`config.mk`:
```
export PLATFORM = sky130hd
export DESIGN_NAME = logic16_ref_unit
export DESIGN_NICKNAME = d
export VERILOG_FILES = /design/src/rtl/logic16_chk_pkg.sv /design/src/rtl/logic16_ref_unit.sv
export SDC_FILE = /design/constraint.sdc
export NUM_CORES = 1
export LEC_CHECK = 0
export ABC_CLOCK_PERIOD_IN_PS = 2800
export CAP_MARGIN = 20
export CORE_ASPECT_RATIO = 0.6
export CORE_MARGIN = 2
export CORE_UTILIZATION = 48
export DETAILED_ROUTE_END_ITERATION = 8
export GPL_TIMING_DRIVEN = 0
export PLACE_DENSITY = 0.95
export SYNTH_ARGS = -nofsm -noshare
export SYNTH_HDL_FRONTEND = slang
export SYNTH_SLANG_ARGS = --single-unit
```
`constraint.sdc`:
```
create_clock -name vclk -period 2.8
set_clock_uncertainty 0.2 [all_clocks]
set_input_delay 0.42 -clock vclk [all_inputs]
set_output_delay 0.42 -clock vclk [all_outputs]
set_load 0.005 [all_outputs]
```
`src/rtl/logic16_chk_pkg.sv`:
```
// logic16_chk_pkg: op encodings and FSM state type for the logic16 result checker
package logic16_chk_pkg;
    localparam logic [1:0] OP_AND  = 2'b00;
    localparam logic [1:0] OP_OR   = 2'b01;
    localparam logic [1:0] OP_XOR  = 2'b10;
    localparam logic [1:0] OP_NAND = 2'b11;
    typedef enum logic [1:0] {IDLE, RUN, DONE} state_t;
endpackage

```
`src/rtl/logic16_ref_unit.sv`:
```
// logic16_ref_unit: combinational reference model producing the expected logic result
module logic16_ref_unit
    import logic16_chk_pkg::*;
#(
    parameter int WIDTH = 16
) (
    input  logic [WIDTH-1:0] a,
    input  logic [WIDTH-1:0] b,
    input  logic [1:0]       op,
    output logic [WIDTH-1:0] exp_y
);
    always_comb begin
        exp_y = (op == OP_AND) ? (a & b) :
                (op == OP_OR)  ? (a | b) :
                (op == OP_XOR) ? (a ^ b) : ~(a & b);
    end
endmodule

```
=== Word-level counts from Yosys, hierarchy flattened ===
Index checks and enable logic that the tools add are counted.
Widths: inputs -> output; s select.

* Flip-flop bits (word level): 0
* Input bits: 34
* Output and inout bits: 16

* Equal/unequal tests: 2
* Muxes and demuxes: 3
* Bitwise logic cells: 4
* Reduce and logical (&&, ||, !) cells: 1

{| class="wikitable"
|+ Operators by type and width
! operator !! number
|-
| $mux 16 || 3
|-
| $and 16x16->16 || 1
|-
| $not 16->16 || 1
|-
| $or 16x16->16 || 1
|-
| $xor 16x16->16 || 1
|-
| $eq 2x1->1 const B || 1
|-
| $eq 2x2->1 const B || 1
|-
| $logic_not 2->1 || 1
|}

=== Logic depth before layout (Yosys ltp) ===
Gate-level depths: netlist (run 1).

* Word-level depth: 5
* Depth in mapped cells: 5
* Mapped depth without buffers: 5

=== Worst setup path after synthesis (run 1) ===
No wires, ideal clock.

* Kind: input to output
* From: input port a[7]
* To: output port exp_y[7]
* Data arrival time: 1.120 ns
* Slack: 1.060 ns
* Stages: 5
* Path buffers: 0
* Path through: inv_1 -> ha_1 -> a211oi_1 -> a31o_1 -> a21oi_2

* Cells in the longest elaborated chain, start to end: 5

{| class="wikitable"
|+ Ends and longest elaborated chain
! item !! line !! RTL
|-
| from (decl) || logic16_ref_unit.sv:7 || <nowiki>input logic [WIDTH-1:0] a,</nowiki>
|-
| $and 16x16->16 || logic16_ref_unit.sv:13, logic16_ref_unit.sv:15 ||
|-
| $not 16->16 || logic16_ref_unit.sv:15 || <nowiki>(op == OP_XOR) ? (a ^ b) : ~(a & b);</nowiki>
|-
| $mux 16 || logic16_ref_unit.sv:15 ||
|-
| $mux 16 || logic16_ref_unit.sv:14 || <nowiki>(op == OP_OR) ? (a | b) :</nowiki>
|-
| $mux 16 (*) || logic16_ref_unit.sv:13 || <nowiki>exp_y = (op == OP_AND) ? (a & b) :</nowiki>
|-
| to (decl) || logic16_ref_unit.sv:10 || <nowiki>output logic [WIDTH-1:0] exp_y</nowiki>
|}

Every way passes the cells marked *; elsewhere a longest branch is shown, timed or not.

=== Worst setup path in the final report (run 1) ===
* From: input port op[0]
* To: output port exp_y[15]

* Cells in the longest elaborated chain, start to end: 4

{| class="wikitable"
|+ Ends and longest elaborated chain
! item !! line !! RTL
|-
| from (decl) || logic16_ref_unit.sv:9 || <nowiki>input logic [1:0] op,</nowiki>
|-
| $eq 2x2->1 || logic16_ref_unit.sv:15 ||
|-
| $mux 16 || logic16_ref_unit.sv:15 ||
|-
| $mux 16 || logic16_ref_unit.sv:14 ||
|-
| $mux 16 (*) || logic16_ref_unit.sv:13 ||
|}

Marks and branches as above.

==> run metrics, run 1 <==
part of the cycle the worst path needs 97.94%; register area 0 um^2; worst hold slack 1.124 ns; critical path class in -> out; Tightest Pin Transition 0.4626 ns; DP HPWL 2271 um; CP Cell Sequence clkdlybuf4s50_1 -> buf_6 -> buf_6 -> o21ai_0 -> a21oi_1 -> clkdlybuf4s50_1; Slew headroom 69.16%; max-cap violation count 0; Antenna diodes 0; number of global-route vias before repair 1,068; Post-CTS Setup Bufs 0; row count 13; Yosys cell types 17; mapped cell area 0.001120 mm^2; post-DR wirelength/cell 11.38 um; hold endpoint exp_y[6]; initial antenna violation count 0; RSZ-0062 raised after global routing false; Seq cells 0; post-route ant nets 0; die area 0.002748 mm^2; pre-CTS setup slack 0.01941 ns; WP data arrival 2.12 ns; total power 0.2418 mW; Setup TNS 0 ns; final WL 2812 um; Vias 1,243; Synth Instances 168; dominant cell type by area after synthesis ha_1; leakage power 0.8501 nW; Layout Utilization 76.52%; master of the slowest instance on the critical path clkdlybuf4s50_1; FMAX 0.3647 GHz; Total GRT Usage 19.63%; first-pass GRT wire length 4540 um; setup violators final 0; critical path required time 2.18 ns; 1st-iter DRT viols 111; synth top area cells ha_1, inv_1, nor2b_1, o21ai_0, nand2_1; I/O Buffers 49; Multi-input gate area 929.6 um^2; Final Hold Fails 0; max incr delay on CP 0.56 ns; pin count of the biggest net entering global routing 11; Startpoint Class input port; clkbuf count 0; fillers 190; Buf+Inv Stages, Crit Path 4; Stages on worst setup path 6; Final #Nets 285; fin crit period 2.742 ns; vias per inst 5.032; critical path fanouts, max 10; hold path start op[1]; grt ovf 0; # DRC 0; VDD IR max 80.97 uV; I/O pin count 50; core box area 0.002180 mm^2; hold path cells 4; die height 41.42 um; final RePlAce weighted congestion 0.7301; Synth top cells by count ha_1, inv_1, nand2_1, nor2b_1, o21ai_0; share of cells above drive strength 1 5.991%; Synth Net Count 234; Warnings, synthesis 0; Initial Util 51.38%; Hold WC Path Type in -> out; Crit path max-delay family buffers and inverters; Yosys top cell area share 35.75%; max-slew violation count 0; Final WS setup 0.05778 ns; crit end category primary output; First-pass DRT Iterations 4; Die Width 66.36 um; syn_area_per_cell 6.666 um^2; status complete, no violations; post-synthesis sequential area ratio 0%; area grow syn2layout 48.94%; pwr dens 145.0 mW/mm^2
-- power breakdown --
part	internal [mW]	switching (mW)	total, mW	leakage [nW]
logic	0.141	0.101	0.242	0.850
clock network	0	0	0	0
registers	0	0	0	0
-- metal layers --
layer / vias to the layer above / part of all wire (%) / wire length (um) / track usage, %
met3: 0 / 4.7 / 132 / 0.2710
met1: 556 / 50 / 1405 / 28.73
met2: 37 / 45 / 1273 / 33.40
met5: - / 0 / 0 / 0
met4: 0 / 0 / 0 / 1.633
li1: 650 / - / - / -
-- cell usage in the layout, fill, tap and decap left out --
master           count
a211oi_1             4
a211oi_2             1
a21oi_1             11
a21oi_2              3
a31o_1               5
buf_2                2
buf_4                4
buf_6                3
clkbuf_1             1
clkdlybuf4s50_1     44
dlymetal6s2s_1       5
ha_1                32
inv_1               32
nand2_1             18
nand2b_1             5
nor2b_1             18
nor3_1               9
o211ai_1             2
o21ai_0             16
o21ai_1              2
-- stage by stage --
step           area, um^2  cells
2_1_floorplan        1120    168
3_3_place_gp         1648    247
3_5_place_dp         1648    247
4_1_cts              1648    247
5_1_grt              1668    247
6_report             1668    247
-- worst max-delay path by stage --
stage	start	endpoint	slack, ns
after detailed placement	a[6]	exp_y[6]	0.02
after global placement	a[5]	exp_y[5]	0.05
after CTS	a[6]	exp_y[6]	0.01
after global routing	op[0]	exp_y[15]	0.001
after floorplan	a[7]	exp_y[7]	1.06
final	op[0]	exp_y[15]	0.06
-- kinds of logic after synthesis --
logic type	synth area share [%]
AOI/OAI and AO/OA	23.91
and+or+nand+nor	22.90
buffers and inverters	17.43
adders and majority gates	35.75
-- area by class of cell --
type	count	area share (%)
Inverter	32	7.202
Tap cell	30	2.251
Buffer	10	4.651
Timing Repair Buffer	49	30.16
Multi-Input combinational cell	126	55.74
-- repair_timing --
action,in CTS,in global routing
endpoints found under the hold margin,0,0
hold buffers,0,0
resized for setup,0,8
endpoints found under the setup margin,0,8
Note: power is estimated with default switching activity, not from simulation.
==> run 2, diff against run 1 <==
Settings changed: CAP_MARGIN 20 to 40, SLEW_MARGIN set to 10.
==> results of run 2 <==
Same layout as run 1: the final DEF is identical, and so are final timing and power.
==> run 3, diff against run 2 <==
Settings changed: CAP_MARGIN 40 to 0, CELL_PAD_IN_SITES_DETAIL_PLACEMENT set to 1, CELL_PAD_IN_SITES_GLOBAL_PLACEMENT set to 1, CORE_UTILIZATION 48 to 32.
==> run metrics, run 3 (same netlist as run 1, synthesis figures left out) <==
row count 16 (+3); critical path required time 2.18 ns (about the same); VDD IR max 63.66 uV (-21%); Startpoint Class input port; master of the slowest instance on the critical path clkdlybuf4s50_1; WP data arrival 2.03 ns (-0.09 ns); I/O pin count 50 (unchanged); Die Width 80.37 um (+21%); max incr delay on CP 0.53 ns (-0.03 ns); Slew headroom 67.23% (-1.9 points); First-pass DRT Iterations 7 (+3); Final #Nets 285 (unchanged); critical path fanouts, max 2 (-8); Hold WC Path Type in -> out; register area 0 um^2 (unchanged); pwr dens 147.3 mW/mm^2 (+1.6%); # DRC 0 (unchanged); Layout Utilization 51.63% (-25 points); Antenna diodes 0 (unchanged); CP Cell Sequence clkdlybuf4s50_1 -> inv_1 -> ha_1 -> o21ai_0 -> a21oi_1 -> clkdlybuf4s50_1; RSZ-0062 raised after global routing false; fin crit period 2.647 ns (-0.09503 ns); Seq cells 0 (unchanged); fillers 434 (+130%); final WL 3458 um (+23%); die area 0.004004 mm^2 (+46%); Placed Cells 262 (+6.1%); max-cap violation count 0 (unchanged); status complete, no violations; placed instance area 0.001667 mm^2 (+1.1%); part of the cycle the worst path needs 94.54% (-3.4 points); post-route ant nets 0 (unchanged); critical path class in -> out; FMAX 0.3778 GHz (+3.6%); hold buffer count at CTS 0 (unchanged); Crit path max-delay family buffers and inverters; design area 0.001705 mm^2 (+2.3%); first-pass GRT wire length 5871 um (+29%); Total GRT Usage 17.81% (-1.8 points); 1st-iter DRT viols 35 (-68%); CP dominant cell by count clkdlybuf4s50_1; initial antenna violation count 0 (unchanged); core box area 0.003303 mm^2 (+52%); final cell count without fillers 262 (+6.1%); vias per inst 4.767 (-5.3%); most frequent cells in the layout clkdlybuf4s50_1, inv_1, ha_1; Final Hold Fails 0 (unchanged); CP Capture Point exp_y[4]; Initial Util 33.90% (-17 points); crit end category primary output; Vias 1,249 (+0.48%); DP HPWL 2825 um (+24%); leakage power 0.8527 nW (+0.31%); Tightest Pin Transition 0.4915 ns (+0.02890 ns); pin count of the biggest net entering global routing 11 (unchanged); setup violators final 0 (unchanged); Setup TNS 0 ns (unchanged); die height 49.82 um (+20%); final RePlAce weighted congestion 0.7067 (-3.2%); most common cell after layout, fill and taps aside clkdlybuf4s50_1; max-slew violation count 0 (unchanged); area grow syn2layout 52.29%; post-DR wirelength/cell 13.20 um (+16%); Buf+Inv Stages, Crit Path 3 (-1); clkbuf count 0 (unchanged); Post-CTS Setup Bufs 0 (unchanged); Stages on worst setup path 6 (unchanged); CP Launch Point a[4]; worst hold slack 1.136 ns (+0.01141 ns); grt ovf 0 (unchanged); share of cells above drive strength 1 7.373% (+1.4 points); I/O Buffers 49 (unchanged); number of global-route vias before repair 1,320 (+24%)
==> run 3: cell types whose count changed in the layout (fill, tap and decap cells not counted), sizes merged <==
| cell | before | now |
|---|---|---|
| dlygate4sd2 | 0 | 1 |
| clkdlybuf4s50 | 44 | 43 |
==> run 3: area by class of cell <==
class                           count  area, um^2  share of cell area, %
Buffer                             10       75.07                  4.402
Inverter                           32       120.1                  7.043
Multi-Input combinational cell    126       952.2                  55.83
Tap cell                           45       56.30                  3.302
Timing Repair Buffer               49       501.7                  29.42
==> run 3: power by group <==
group | switching (mW) | internal [mW]
Clock | 0 | 0
Sequential | 0 | 0
Combinational | 0.109 | 0.142
Total | 0.109 | 0.142
==> run 3: routing by layer <==
metal  up-vias  wire (um)  part of all wire, %  global-route usage [%]
met1       581       1769                   51                   26.26
met3         0         81                  2.3                  0.1832
met4         0          0                    0                  0.5650
met5         -          0                    0                       0
met2        23       1607                   46                   30.69
li1        645          -                    -                       -
==> run 3: worst min path at each step <==
stage                     start        to  slack (ns)  cells past startpoint
after floorplan            b[5]  exp_y[5]        0.86                      3
after global placement    op[1]  exp_y[5]        1.41                      4
after detailed placement  op[1]  exp_y[6]        1.41                      4
after CTS                 op[1]  exp_y[6]        1.41                      4
after global routing      op[1]  exp_y[5]        1.16                      4
final                     op[1]  exp_y[5]        1.14                      4
==> run 3: metrics by stage <==
| stage | setup slack (ns) | total power [mW] |
|---|---|---|
| global placement | 0.03357 | 0.2383 |
| floorplan | 1.060 | 0.1157 |
| CTS | 0.005837 | 0.2498 |
| detailed placement | 0.002243 | 0.2483 |
| finish | 0.1528 | 0.2512 |
| global route | 0.03620 | 0.2800 |
==> run 3: timing repair <==
action,4_1_cts,5_1_grt
pin swaps,0,1
resized for setup,1,9
endpoints found under the setup margin,1,5
